$ cat config.mk
export PLATFORM = sky130hd
export DESIGN_NAME = e203_reset_seq_flat
export DESIGN_NICKNAME = d
export VERILOG_FILES = /design/src/rtl/e203_reset_seq_if.sv /design/src/rtl/e203_reset_seq.sv /design/src/flat_wrapper.sv
export SDC_FILE = /design/constraint.sdc
export NUM_CORES = 1
export LEC_CHECK = 0
export ABC_AREA = 0
export BUFFER_PORTS_ARGS = -buffer_cell sky130_fd_sc_hd__buf_2
export CORE_AREA = 4 4 53 55
export CTS_CLUSTER_SIZE = 40
export DETAILED_ROUTE_END_ITERATION = 8
export DIE_AREA = 0 0 57 59
export GPL_ROUTABILITY_DRIVEN = 0
export PLACE_DENSITY = 0.75
export SYNTH_ARGS = -nofsm -noshare
export SYNTH_HDL_FRONTEND = slang
export SYNTH_SLANG_ARGS = --single-unit
$ cat constraint.sdc
create_clock -name clk -period 2.55 [get_ports clk]
set_input_delay 0.51 -clock clk [delete_from_list [all_inputs] [get_ports clk]]
set_output_delay 0.51 -clock clk [all_outputs]
set_load 0.005 [all_outputs]
$ cat src/rtl/e203_reset_seq_if.sv
// rtl/e203_reset_seq_if.sv - request/ack and domain-reset bundle for the E203 reset sequencer
//
// Purpose: groups the reset sequencer's handshake, request and reset outputs.
//   master : requester/observer side (drives requests, ack, test_mode, cause_clr)
//   slave  : sequencer side (drives quiesce_req, domain resets, rst_cause, seq_busy)
// Signals:
//   test_mode    DFT bypass: resets follow ~rst combinationally
//   sw_rst_req   software full reset request
//   wdg_rst_req  watchdog full reset request
//   dbg_rst_req  debug core-only reset request
//   quiesce_ack  core has drained outstanding bus traffic
//   cause_clr    clears rst_cause
//   quiesce_req  request core to drain
//   rst_aon_n    always-on domain reset, active-low
//   rst_itcm_n   ITCM reset, active-low
//   rst_dtcm_n   DTCM reset, active-low
//   rst_core_n   core reset, active-low
//   rst_cause    sticky cause: [0] sw, [1] wdg, [2] dbg, [3] quiesce timeout
//   seq_busy     sequencer not in RUN
interface e203_reset_seq_if;
  logic       test_mode;
  logic       sw_rst_req;
  logic       wdg_rst_req;
  logic       dbg_rst_req;
  logic       quiesce_ack;
  logic       cause_clr;
  logic       quiesce_req;
  logic       rst_aon_n;
  logic       rst_itcm_n;
  logic       rst_dtcm_n;
  logic       rst_core_n;
  logic [3:0] rst_cause;
  logic       seq_busy;

  modport master (
    output test_mode, sw_rst_req, wdg_rst_req, dbg_rst_req, quiesce_ack, cause_clr,
    input  quiesce_req, rst_aon_n, rst_itcm_n, rst_dtcm_n, rst_core_n, rst_cause, seq_busy
  );

  modport slave (
    input  test_mode, sw_rst_req, wdg_rst_req, dbg_rst_req, quiesce_ack, cause_clr,
    output quiesce_req, rst_aon_n, rst_itcm_n, rst_dtcm_n, rst_core_n, rst_cause, seq_busy
  );
endinterface

$ cat src/rtl/e203_reset_seq.sv
// rtl/e203_reset_seq.sv - ordered domain reset release with quiesce handshake and sticky cause
//
// Purpose: after power-on reset, releases always-on, then ITCM/DTCM, then core.
//   Software/watchdog requests reset ITCM+DTCM+core; debug requests reset the core
//   only. Before asserting resets the core is asked to quiesce (with a timeout).
// Ports:
//   clk  clock
//   rst  synchronous, active-high reset
//   bus  e203_reset_seq_if.slave (requests, quiesce handshake, domain resets, cause, busy)
module e203_reset_seq #(
  parameter int HOLD_CYCLES     = 16,
  parameter int STAGE_GAP       = 4,
  parameter int QUIESCE_TIMEOUT = 64,
  parameter int CNT_W           = 8
) (
  input  logic             clk,
  input  logic             rst,
  e203_reset_seq_if.slave  bus
);

  typedef enum logic [2:0] {
    RUN      = 3'd0,
    QUIESCE  = 3'd1,
    HOLD     = 3'd2,
    REL_MEM  = 3'd3,
    REL_CORE = 3'd4
  } state_t;

  typedef enum logic {
    SCOPE_CORE = 1'b0,
    SCOPE_FULL = 1'b1
  } scope_t;

  // The counter holds "edges remaining minus one": a phase ends on the edge
  // that finds it at zero. Reset loads the full HOLD_CYCLES because the first
  // edge with rst low already counts as a HOLD cycle.
  localparam logic [CNT_W-1:0] HOLD_POR  = CNT_W'(HOLD_CYCLES);
  localparam logic [CNT_W-1:0] HOLD_LOAD = CNT_W'(HOLD_CYCLES - 1);
  localparam logic [CNT_W-1:0] GAP_LOAD  = CNT_W'(STAGE_GAP - 1);
  localparam logic [CNT_W-1:0] QT_LOAD   = CNT_W'(QUIESCE_TIMEOUT - 1);
  localparam logic [CNT_W-1:0] CNT_ONE   = CNT_W'(1);

  state_t           state_q, state_d;
  scope_t           scope_q, scope_d;
  logic [CNT_W-1:0] cnt_q, cnt_d;
  logic [3:0]       cause_q, cause_d, cause_set;
  logic             mem_q, mem_d;
  logic             core_q, core_d;
  logic             qreq_q, qreq_d;
  logic             busy_q, busy_d;
  logic             aon_q;

  logic             full_req;
  logic [3:0]       full_bit;

  // Watchdog outranks software when both arrive together.
  assign full_req = bus.wdg_rst_req | bus.sw_rst_req;
  assign full_bit = bus.wdg_rst_req ? 4'b0010 : 4'b0001;

  always_ff @(posedge clk) begin
    if (rst) begin
      state_q <= HOLD;
      scope_q <= SCOPE_FULL;
      cnt_q   <= HOLD_POR;
      cause_q <= 4'b0000;
      mem_q   <= 1'b0;
      core_q  <= 1'b0;
      qreq_q  <= 1'b0;
      busy_q  <= 1'b1;
      aon_q   <= 1'b0;
    end else begin
      state_q <= state_d;
      scope_q <= scope_d;
      cnt_q   <= cnt_d;
      cause_q <= cause_d;
      mem_q   <= mem_d;
      core_q  <= core_d;
      qreq_q  <= qreq_d;
      busy_q  <= busy_d;
      aon_q   <= 1'b1;
    end
  end

  // Output registers are loaded with the values for the state being entered,
  // so each reset changes on the same edge as the transition that causes it.
  always_comb begin
    state_d   = state_q;
    scope_d   = scope_q;
    cnt_d     = cnt_q;
    cause_set = 4'b0000;
    mem_d     = mem_q;
    core_d    = core_q;
    qreq_d    = 1'b0;
    busy_d    = 1'b1;

    case (state_q)
      RUN: begin
        busy_d = 1'b0;
        if (full_req) begin
          cause_set = full_bit;
          scope_d   = SCOPE_FULL;
        end else if (bus.dbg_rst_req) begin
          cause_set = 4'b0100;
          scope_d   = SCOPE_CORE;
        end
        if (full_req || bus.dbg_rst_req) begin
          state_d = QUIESCE;
          cnt_d   = QT_LOAD;
          qreq_d  = 1'b1;
          busy_d  = 1'b1;
        end
      end

      QUIESCE: begin
        qreq_d = 1'b1;
        // A full request upgrades a pending core-only reset before HOLD entry.
        if (scope_q == SCOPE_CORE && full_req) begin
          cause_set = full_bit;
          scope_d   = SCOPE_FULL;
        end
        if (bus.quiesce_ack || cnt_q == '0) begin
          if (!bus.quiesce_ack) begin
            cause_set[3] = 1'b1;
          end
          state_d = HOLD;
          qreq_d  = 1'b0;
          cnt_d   = HOLD_LOAD;
          core_d  = 1'b0;
          if (scope_d == SCOPE_FULL) begin
            mem_d = 1'b0;
          end
        end else begin
          cnt_d = cnt_q - CNT_ONE;
        end
      end

      HOLD: begin
        if (scope_q == SCOPE_CORE && full_req) begin
          // Late upgrade: memories join the reset and the hold restarts.
          cause_set = full_bit;
          scope_d   = SCOPE_FULL;
          mem_d     = 1'b0;
          cnt_d     = HOLD_LOAD;
        end else if (cnt_q == '0) begin
          if (scope_q == SCOPE_FULL) begin
            mem_d   = 1'b1;
            cnt_d   = GAP_LOAD;
            state_d = REL_MEM;
          end else begin
            state_d = REL_CORE;
          end
        end else begin
          cnt_d = cnt_q - CNT_ONE;
        end
      end

      REL_MEM: begin
        if (cnt_q == '0) begin
          state_d = REL_CORE;
        end else begin
          cnt_d = cnt_q - CNT_ONE;
        end
      end

      REL_CORE: begin
        state_d = RUN;
      end

      default: begin
        state_d = HOLD;
      end
    endcase

    // REL_CORE is a zero-length step: the core is released on the same edge
    // that leaves the previous phase, and the sequencer lands directly in RUN.
    if (state_d == REL_CORE) begin
      state_d = RUN;
      core_d  = 1'b1;
      busy_d  = 1'b0;
    end

    // A cause bit being set wins over a simultaneous clear.
    cause_d = (bus.cause_clr ? 4'b0000 : cause_q) | cause_set;
  end

  // DFT bypass: resets follow rst directly and the quiesce request is masked;
  // the sequencer itself keeps running.
  assign bus.rst_aon_n   = bus.test_mode ? ~rst : aon_q;
  assign bus.rst_itcm_n  = bus.test_mode ? ~rst : mem_q;
  assign bus.rst_dtcm_n  = bus.test_mode ? ~rst : mem_q;
  assign bus.rst_core_n  = bus.test_mode ? ~rst : core_q;
  assign bus.quiesce_req = bus.test_mode ? 1'b0 : qreq_q;
  assign bus.rst_cause   = cause_q;
  assign bus.seq_busy    = busy_q;

endmodule
$ cat src/flat_wrapper.sv
// flat-port wrapper written by rule: the top's interface ports become plain ports
module e203_reset_seq_flat 
#(
  parameter int HOLD_CYCLES     = 16,
  parameter int STAGE_GAP       = 4,
  parameter int QUIESCE_TIMEOUT = 64,
  parameter int CNT_W           = 8
)
  (clk, rst, bus_test_mode, bus_sw_rst_req, bus_wdg_rst_req, bus_dbg_rst_req, bus_quiesce_ack, bus_cause_clr, bus_quiesce_req, bus_rst_aon_n, bus_rst_itcm_n, bus_rst_dtcm_n, bus_rst_core_n, bus_rst_cause, bus_seq_busy);
  e203_reset_seq_if bus_i ();
  input  logic clk;
  input  logic rst;
  input wire logic [$bits(bus_i.test_mode)-1:0] bus_test_mode;
  input wire logic [$bits(bus_i.sw_rst_req)-1:0] bus_sw_rst_req;
  input wire logic [$bits(bus_i.wdg_rst_req)-1:0] bus_wdg_rst_req;
  input wire logic [$bits(bus_i.dbg_rst_req)-1:0] bus_dbg_rst_req;
  input wire logic [$bits(bus_i.quiesce_ack)-1:0] bus_quiesce_ack;
  input wire logic [$bits(bus_i.cause_clr)-1:0] bus_cause_clr;
  output wire logic [$bits(bus_i.quiesce_req)-1:0] bus_quiesce_req;
  output wire logic [$bits(bus_i.rst_aon_n)-1:0] bus_rst_aon_n;
  output wire logic [$bits(bus_i.rst_itcm_n)-1:0] bus_rst_itcm_n;
  output wire logic [$bits(bus_i.rst_dtcm_n)-1:0] bus_rst_dtcm_n;
  output wire logic [$bits(bus_i.rst_core_n)-1:0] bus_rst_core_n;
  output wire logic [$bits(bus_i.rst_cause)-1:0] bus_rst_cause;
  output wire logic [$bits(bus_i.seq_busy)-1:0] bus_seq_busy;
  assign bus_i.test_mode = bus_test_mode;
  assign bus_i.sw_rst_req = bus_sw_rst_req;
  assign bus_i.wdg_rst_req = bus_wdg_rst_req;
  assign bus_i.dbg_rst_req = bus_dbg_rst_req;
  assign bus_i.quiesce_ack = bus_quiesce_ack;
  assign bus_i.cause_clr = bus_cause_clr;
  assign bus_quiesce_req = bus_i.quiesce_req;
  assign bus_rst_aon_n = bus_i.rst_aon_n;
  assign bus_rst_itcm_n = bus_i.rst_itcm_n;
  assign bus_rst_dtcm_n = bus_i.rst_dtcm_n;
  assign bus_rst_core_n = bus_i.rst_core_n;
  assign bus_rst_cause = bus_i.rst_cause;
  assign bus_seq_busy = bus_i.seq_busy;
  e203_reset_seq #(.HOLD_CYCLES(HOLD_CYCLES), .STAGE_GAP(STAGE_GAP), .QUIESCE_TIMEOUT(QUIESCE_TIMEOUT), .CNT_W(CNT_W)) u_core (.clk(clk), .rst(rst), .bus(bus_i));
endmodule
# Yosys cells after proc, flatten, opt, wreduce, memory -nomap -nowiden
# Cells that the tools add are included.
[totals] reg_bits=21 word_cells=90
[classes] reduce_logical=15 mux=47 bitwise=4 n_eq_ne=13 add_sub_neg=1
[op_table] operator="$mux 8" count=6
[op_table] operator="$pmux 8 s4" count=1
[op_table] operator="$mux 1" count=23
[op_table] operator="$mux 3" count=7
[op_table] operator="$pmux 3 s5" count=1
[op_table] operator="$mux 4" count=3
[op_table] operator="$pmux 4 s3" count=1
[op_table] operator="$logic_not 8->1" count=1
[op_table] operator="$sub 8x1->8 const B" count=1
[op_table] operator="$eq 3x2->1 const B" count=2
[op_table] operator="$eq 3x3->1 const B" count=2
[op_table] operator="$ne 2x1->1 const B" count=3
[op_table] operator="$ne 3x1->1 const B" count=2
[op_table] operator="$reduce_bool 2->1" count=3
[op_table] operator="$reduce_and 5->1" count=1
[op_table] operator="$mux 2" count=2
[op_table] operator="$ne 4x2->1 const B" count=1
[op_table] operator="$or 4x4->4" count=1
[op_table] operator="$pmux 1 s2" count=2
[op_table] operator="$reduce_and 2->1" count=2
[op_table] operator="$reduce_and 4->1" count=1
[op_table] operator="$reduce_bool 4->1" count=1
[op_table] operator="$eq 3x1->1 const B" count=1
[op_table] operator="$logic_not 3->1" count=1
[op_table] operator="other kinds (9)" count=11

# Longest topological paths before layout
# Gate-level depths: netlist of the first run.
[depth] depth_word=7 mapped_depth=8 ltp_nobuf=7

# Least setup slack after synthesis of the first run
# No wires, ideal clock.
[synth_timing] path_type="register to register" start="register u_core.cnt_q[0]" end="register u_core.cnt_q[4]" period_less_slack_ps=1762 t_arrival_ps=1634 setup_slack_ps=788 stages_incl_launch_ff=9 n_path_buf=1 cell_sequence="dfxtp_1 inv_1 ha_1 nor4b_4 and2_1 buf_4 a21oi_2 a2111oi_2 o22ai_1"
[synth_via] elab_chain_len=4
[synth_lines] element="from (decl)" line="e203_reset_seq.sv:45" rtl="logic [CNT_W-1:0] cnt_q, cnt_d;"
[synth_lines] element="from (signal assigned)" line="e203_reset_seq.sv:74" rtl="cnt_q <= cnt_d;"
[synth_lines] element="$sub 8x1->8 or $logic_not 8->1 (tied branches)"
[synth_lines] element="$mux 8 or $logic_or 1x1->1 (tied branches)" line="e203_reset_seq.sv:144, e203_reset_seq.sv:121"
[synth_lines] element="$mux 8 (on tied branches)" line="e203_reset_seq.sv:138, e203_reset_seq.sv:121"
[synth_lines] element="$pmux 8 s4" line="e203_reset_seq.sv:96" rtl="case (state_q)"
# Several ways; a longest one is shown, not always the timed one. The select of a mux whose other input is x is not followed.
# A chain may end at the register's enable or synchronous reset.

# Worst setup path in the final report of the first run
# Ends and elaborated chain as after synthesis.

==> out/qor.yml, run 1 <==
global_routing:
  grt_max_degree: 18
  first_global_vias: 1150
  first_pass_grt_wire_length_microns: 5000
  globalRouteTotalUtil: 0.187
  antenna_violations_before_repair: 0
  grt_remaining_overflow: 0
synth:
  synth_enable_flop_cells: 0
  ys_dominant_reg_cell: "dfxtp_1"
  synth_fp_nets: 160
  synthesis.instances: 150
  yosysUniqueCellTypes: 47
  synthesis.yosys.warnings: 0
  yosysSeqAreaShare: 0.339
  post_synth.cell_area_avg_sq_um: 8.27
  syn_area_sq_um: 1240
  synth_seq_cells: 21
  asyncSetResetFlopFracSynth: 0
die:
  start_util: 0.520
  placeableCoreArea_sq_um: 2390
  die_h_microns: 59
  dieWidth_microns: 57
  core.rowCount: 18
  floorplan.io_pins: 18
  die-area_sq_um: 3360
sta:
  fin_worst_skew_ns: 0.00303
  setup_tns_after_final_layout_ns: 0
  max_slew_violations: 0
  setup_viol_count_final: 0
  relative_max_transition_margin: 0.631
  tightest_slew_ns: 0.553
  finalHoldViolations: 0
  maxClockFrequency_ghz: 0.483
  final_period_minus_worst_setup_slack_ns: 2.07
  period_share: 0.811
  grt_setup_unrepaired: "false"
critical_path:
  setup_crit_end_kind: "flop"
  cpMaxStageDelayCell: "and2_1"
  critical-path-max-stage-delay_ns: 0.41
  critPathLaunchType: "flop"
  timing.critical_path.arrival_ns: 2.27
  crit_type: "flop to flop"
  timing.critical_path.max_delay_family: "simple AND/OR/NAND/NOR gates"
  required_ns: 2.75
  crit_path_cell_trace: "inv_1, ha_1, nor4b_4, and2_1, a21oi_2, a2111oi_2, o22ai_1"
  critical_path.max_fanout: 9
  critPathBufInv: 1
  reg2reg_setup_slack_ns: 0.48
clock_tree:
  worstSkewPairLatency_ns: 0.30
  post_cts_buffers: 0
  cts_inserted_buffers: 3
  ctsRootBufferMaster: "clkbuf_4"
  htree_levels: 1
  cts_sinks: 21
  clk_path_buf_depth: 2
  cts_clock_pin_slew_for_the_worst_setup_and_hold_paths_ns: 0.11
  cts_tree: "built"
  post_cts_resized: 0
  postCtsHoldBufs: 0
final_layout:
  post_route_core_utilization: 0.556
  layout.filler_cells: 239
  num_antenna_cells: 0
  fin_nets: 175
  finalInstanceArea_sq_um: 1330
  syn_to_final_growth_pct: 6.85
  top_register: "u_core.cnt_q"
  drive_above_1_share: 0.195
  final_common_cell: "dfxtp_1"
  largest_reg_flops: 8
  final_cell_mix: "dfxtp_1, nor2_1, buf_2, nand2_1, a21oi_1"
outcome:
  status: "finished, final reports clean"
routing:
  route.vias.total: 1139
  drc: 0
  drtIter0Drc: 52
  avgViaCountPerCell: 5.87
  dr.pass1.iters: 4
  totalWireLength_microns: 2770
  wire_per_inst_microns: 14.3
  postRouteAntennaNets: 0
power_and_ir_drop:
  pwr_density_cell_nw_per_um2: 484
  p_leak_uw: 0.000520
  max-vdd-ir-drop_v: 0.000324
placed_design:
  placed_cell_area_sq_um: 1300
  buffer_ports.inserted: 17
  dp.final_hpwl_microns: 2100
run:
  cap_viol_max_count: 0
worst_hold_path:
  worstHoldPathType: "flop to flop"
worst paths after layout:
| check | endpoint | depth (start not counted) | start |
|---|---|---|---|
| worst max register to register | u_core.cnt_q[4] | 7 | u_core.cnt_q[0] |
| worst min register to register | u_core.core_q | 2 | u_core.core_q |
| worst max-delay path | u_core.cnt_q[4] | 7 | u_core.cnt_q[0] |
| worst min-delay path | u_core.core_q | 2 | u_core.core_q |
metrics by stage:
stage | power, uW | setup WS (ns) | hold WS (ns) | instances
6_report | 642 | 0.481 | 0.467 | 194
5_1_grt | 684 | 0.298 | 0.489 | 194
4_1_cts | 651 | 0.464 | 0.470 | 194
3_3_place_gp | 486 | 0.566 | 0.456 | 190
2_1_floorplan | 461 | 0.788 | 0.436 | 150
3_5_place_dp | 490 | 0.466 | 0.454 | 190
logic make-up after synthesis:
| logic type | after synthesis | share of synthesized area |
|---|---|---|
| xor gates and xnor gates | 1 | 0.00706 |
| adders and majority gates | 2 | 0.0202 |
| buffers and inverters | 16 | 0.0817 |
| DFF | 21 | 0.339 |
| other | 1 | 0.00302 |
| and+or+nand+nor | 60 | 0.247 |
| AOI/OAI and AO/OA | 48 | 0.293 |
| muxes | 1 | 0.00907 |
routing by layer:
| layer | wire length (microns) | vias to the layer above | part of all wire | global-route usage |
|---|---|---|---|---|
| met5 | 0 | - | 0 | 0 |
| met4 | 31 | 0 | 0.011 | 0.0629 |
| met3 | 205 | 4 | 0.074 | 0.0545 |
| met2 | 1360 | 38 | 0.49 | 0.313 |
| met1 | 1160 | 527 | 0.42 | 0.231 |
| li1 | - | 570 | - | - |
synth_stat cells (all sizes together) (6+ instances only):
cell type	instances	share of area
dfxtp	21	0.34
nor2	21	0.066
a21oi	14	0.063
nand2	13	0.039
buf	7	0.051
inv	7	0.021
o21ai	7	0.028
nor3	6	0.024
where the power goes:
group | internal [uW] | switching, uW
clock | 61.1 | 97.5
sequential | 341 | 21.6
combinational | 50.4 | 69.6
cell type report:
class	instances	area, sq um	share of cell area
Tap cell	30	37.5	0.0283
Multi-Input combinational cell	113	719	0.542
Clock buffer	4	26.3	0.0198
Inverter	8	30.0	0.0226
Sequential cell	21	420	0.317
Timing Repair Buffer	18	92.6	0.0698
worst register-to-register path, delay by kind of cell, from the launching register on:
family          cells  cell delay (ns)
simple gates        2             0.70
fa+ha+maj           1             0.16
flops               1             0.34
buf+inv             1             0.11
compound gates      3             0.65
Note: power is estimated with default switching activity, not from simulation.
==> run 2, diff against run 1 <==
- CORE_AREA: 4 4 53 55 -> 4 4 55 57
- DIE_AREA: 0 0 57 59 -> 0 0 59 61
- PLACE_DENSITY: 0.75 -> 0.72
- clock period: 2.55 -> 1.7 ns (I/O delays scaled with it)
==> out/qor.yml, run 2 (synthesized netlist as in run 1, its figures left out) <==
power_and_ir_drop:
  sequentialPowerShare: 0.478  # was 0.566
  p_leak_uw: 0.000719  # was 0.000520 uW
  internal_power_uw: 767  # was 453 uW
  power.combinational.fraction: 0.294  # was 0.187
  power.net_switching_uw: 358  # was 189 uW
  share_clk_of_total_power: 0.229  # was 0.247
  power_switching_share: 0.318  # was 0.294
  pwr_density_cell_nw_per_um2: 654  # was 484 nW/um^2
  max-vdd-ir-drop_v: 0.000521  # was 0.000324 V
global_routing:
  first_global_vias: 1309  # was 1150
  antenna_violations_before_repair: 0  # unchanged
  first_pass_grt_wire_length_microns: 5870  # was 5000 microns
  grt_remaining_overflow: 0  # unchanged
  globalRouteTotalUtil: 0.216  # was 0.187
  grt_max_degree: 12  # was 18
placed_design:
  buffer_ports.inserted: 17  # unchanged
  dp.final_hpwl_microns: 2520  # was 2100 microns
  placedCellCount: 219  # was 190
  dp_worst_setup_slack_ns: -0.200  # was 0.466 ns
clock_tree:
  cts_inserted_buffers: 3  # unchanged
  ctsRootBufferMaster: "clkbuf_4"  # unchanged
  cts_tree: "built"  # unchanged
  cts_sinks: 21  # unchanged
  clk_path_buf_depth: 2  # unchanged
  htree_levels: 1  # unchanged
  worstSkewPairLatency_ns: 0.32  # was 0.30 ns
  cts_clock_pin_slew_for_the_worst_setup_and_hold_paths_ns: 0.12  # was 0.11 ns
critical_path:
  critical_path.max_fanout: 8  # was 9
  timing.critical_path.max_delay_family: "compound AO/OA/AOI/OAI gates"  # was simple AND/OR/NAND/NOR gates
  timing.critical_path.arrival_ns: 1.92  # was 2.27 ns
  crit_type: "flop to flop"  # unchanged
  critPathLaunchType: "flop"  # unchanged
  cpMaxStageDelayCell: "dfxtp_2"  # was and2_1
  critical-path-max-stage-delay_ns: 0.36  # was 0.41 ns
  required_ns: 1.90  # was 2.75 ns
  critPathBufInv: 2  # was 1
  crit_path_cell_trace: "inv_2, ha_4, nor4b_4, buf_4, o2111ai_4, and2_4, o21ai_0, a41oi_2"  # was inv_1, ha_1, nor4b_4, and2_1, a21oi_2, a2111oi_2, o22ai_1
  setup_crit_end_kind: "flop"  # unchanged
routing:
  postRouteAntennaNets: 0  # unchanged
  avgViaCountPerCell: 5.93  # was 5.87
  drtIter0Drc: 48  # was 52
  totalWireLength_microns: 3810  # was 2770 microns
  dr.pass1.iters: 4  # unchanged
  drc: 0  # unchanged
  wire_per_inst_microns: 16.8  # was 14.3 microns
  route.vias.total: 1345  # was 1139
sta:
  postLayoutSetupSlackWorst_ns: -0.0231  # was 0.481 ns
  fin_worst_skew_ns: 0.00477  # was 0.00303 ns
  grt_setup_unrepaired: "true"  # was false
  maxClockFrequency_ghz: 0.580  # was 0.483 GHz
  finalHoldViolations: 0  # unchanged
  setup_viol_count_final: 4  # was 0
  period_share: 1.01  # was 0.811
  max_slew_violations: 0  # unchanged
  setup_tns_after_final_layout_ns: -0.0567  # was 0 ns
  final_period_minus_worst_setup_slack_ns: 1.72  # was 2.07 ns
die:
  die_h_microns: 61  # was 59 microns
  die-area_sq_um: 3600  # was 3360 sq um
  floorplan.io_pins: 18  # unchanged
  dieWidth_microns: 59  # was 57 microns
  core.rowCount: 18  # unchanged
  placeableCoreArea_sq_um: 2480  # was 2390 sq um
  start_util: 0.501  # was 0.520
run:
  cap_viol_max_count: 0  # unchanged
final_layout:
  fin_nets: 208  # was 175
  num_antenna_cells: 0  # unchanged
  layout.filler_cells: 210  # was 239
  syn_to_final_growth_pct: 38.5  # was 6.85%
  final_cell_mix: "buf_4, nor2_1, buf_2, dfxtp_1, a21oi_1"  # was dfxtp_1, nor2_1, buf_2, nand2_1, a21oi_1
  multiInputGateArea_sq_um: 848  # was 719 sq um
  drive_above_1_share: 0.467  # was 0.195
  final_common_cell: "buf_4"  # was dfxtp_1
  regArea_sq_um: 425  # was 420 sq um
  largest_reg_flops: 8  # unchanged
  finish.cell_count_without_fillers: 227  # was 194
  top_register: "u_core.cnt_q"  # unchanged
outcome:
  status: "finished, violations left"  # was finished, final reports clean
  violated_checks: "setup timing"
worst_hold_path:
  worstHoldPathType: "primary input to flop"  # was flop to flop
-- run 2: path summary, 6_finish.rpt --
kind,from,end,slack [ns],cells after the start
setup / recovery,u_core.cnt_q[0],u_core.cnt_q[1],-0.02,8
hold / removal,bus_dbg_rst_req,u_core.bus.rst_cause[2],0.30,3
setup reg to reg,u_core.cnt_q[0],u_core.cnt_q[1],-0.02,8
hold reg to reg,u_core.core_q,u_core.core_q,0.48,2
-- run 2: through the flow --
step                hold WS, ns  power, uW  cell area (sq um)  utilization
floorplan                 0.436        696               1250            -
finish                    0.299       1120               1720        0.694
global route              0.307       1180               1720        0.694
detailed placement        0.465        804               1530        0.616
CTS                       0.296       1080               1620        0.653
global placement          0.448        794               1530        0.616
-- run 2: cell type report --
| cell class | instances | area share |
|---|---|---|
| Clock buffer | 4 | 0.0153 |
| Timing Repair Buffer | 51 | 0.205 |
| Tap cell | 30 | 0.0218 |
| Sequential cell | 21 | 0.247 |
| Inverter | 8 | 0.0175 |
| Multi-Input combinational cell | 113 | 0.493 |
-- run 2: metal layers --
layer  wire length [microns]  GRT usage  vias to the layer above
met3                     153     0.0404                       21
met1                    1570      0.259                      642
li1                        -          -                      639
met4                     153     0.0906                        0
met5                       0          0                        -
met2                    1930      0.379                       43
-- run 2: timing repair --
item / CTS / global route
gates resized for setup: 15 / 23
hold buffers: 0 / 0
endpoints found under the setup margin: 11 / 10
setup buffers: 3 / 1
pin swaps: 7 / 9
-- run 2: worst register-to-register path, cell delays in order, from the launching register on --
cell and delay (ns):
dfxtp_2 0.36, inv_2 0.08, ha_4 0.13, nor4b_4 0.20, buf_4 0.19, o2111ai_4 0.14, and2_4 0.21, o21ai_0 0.24
a41oi_2 0.06
-- run 2: power by group through the flow --
stage	combinational, uW	sequential, uW	clock (uW)
after floorplan	154	542	0
after global placement	250	544	0
after detailed placement	259	545	0
after CTS	288	535	258
after global routing	355	539	285
final	330	537	257
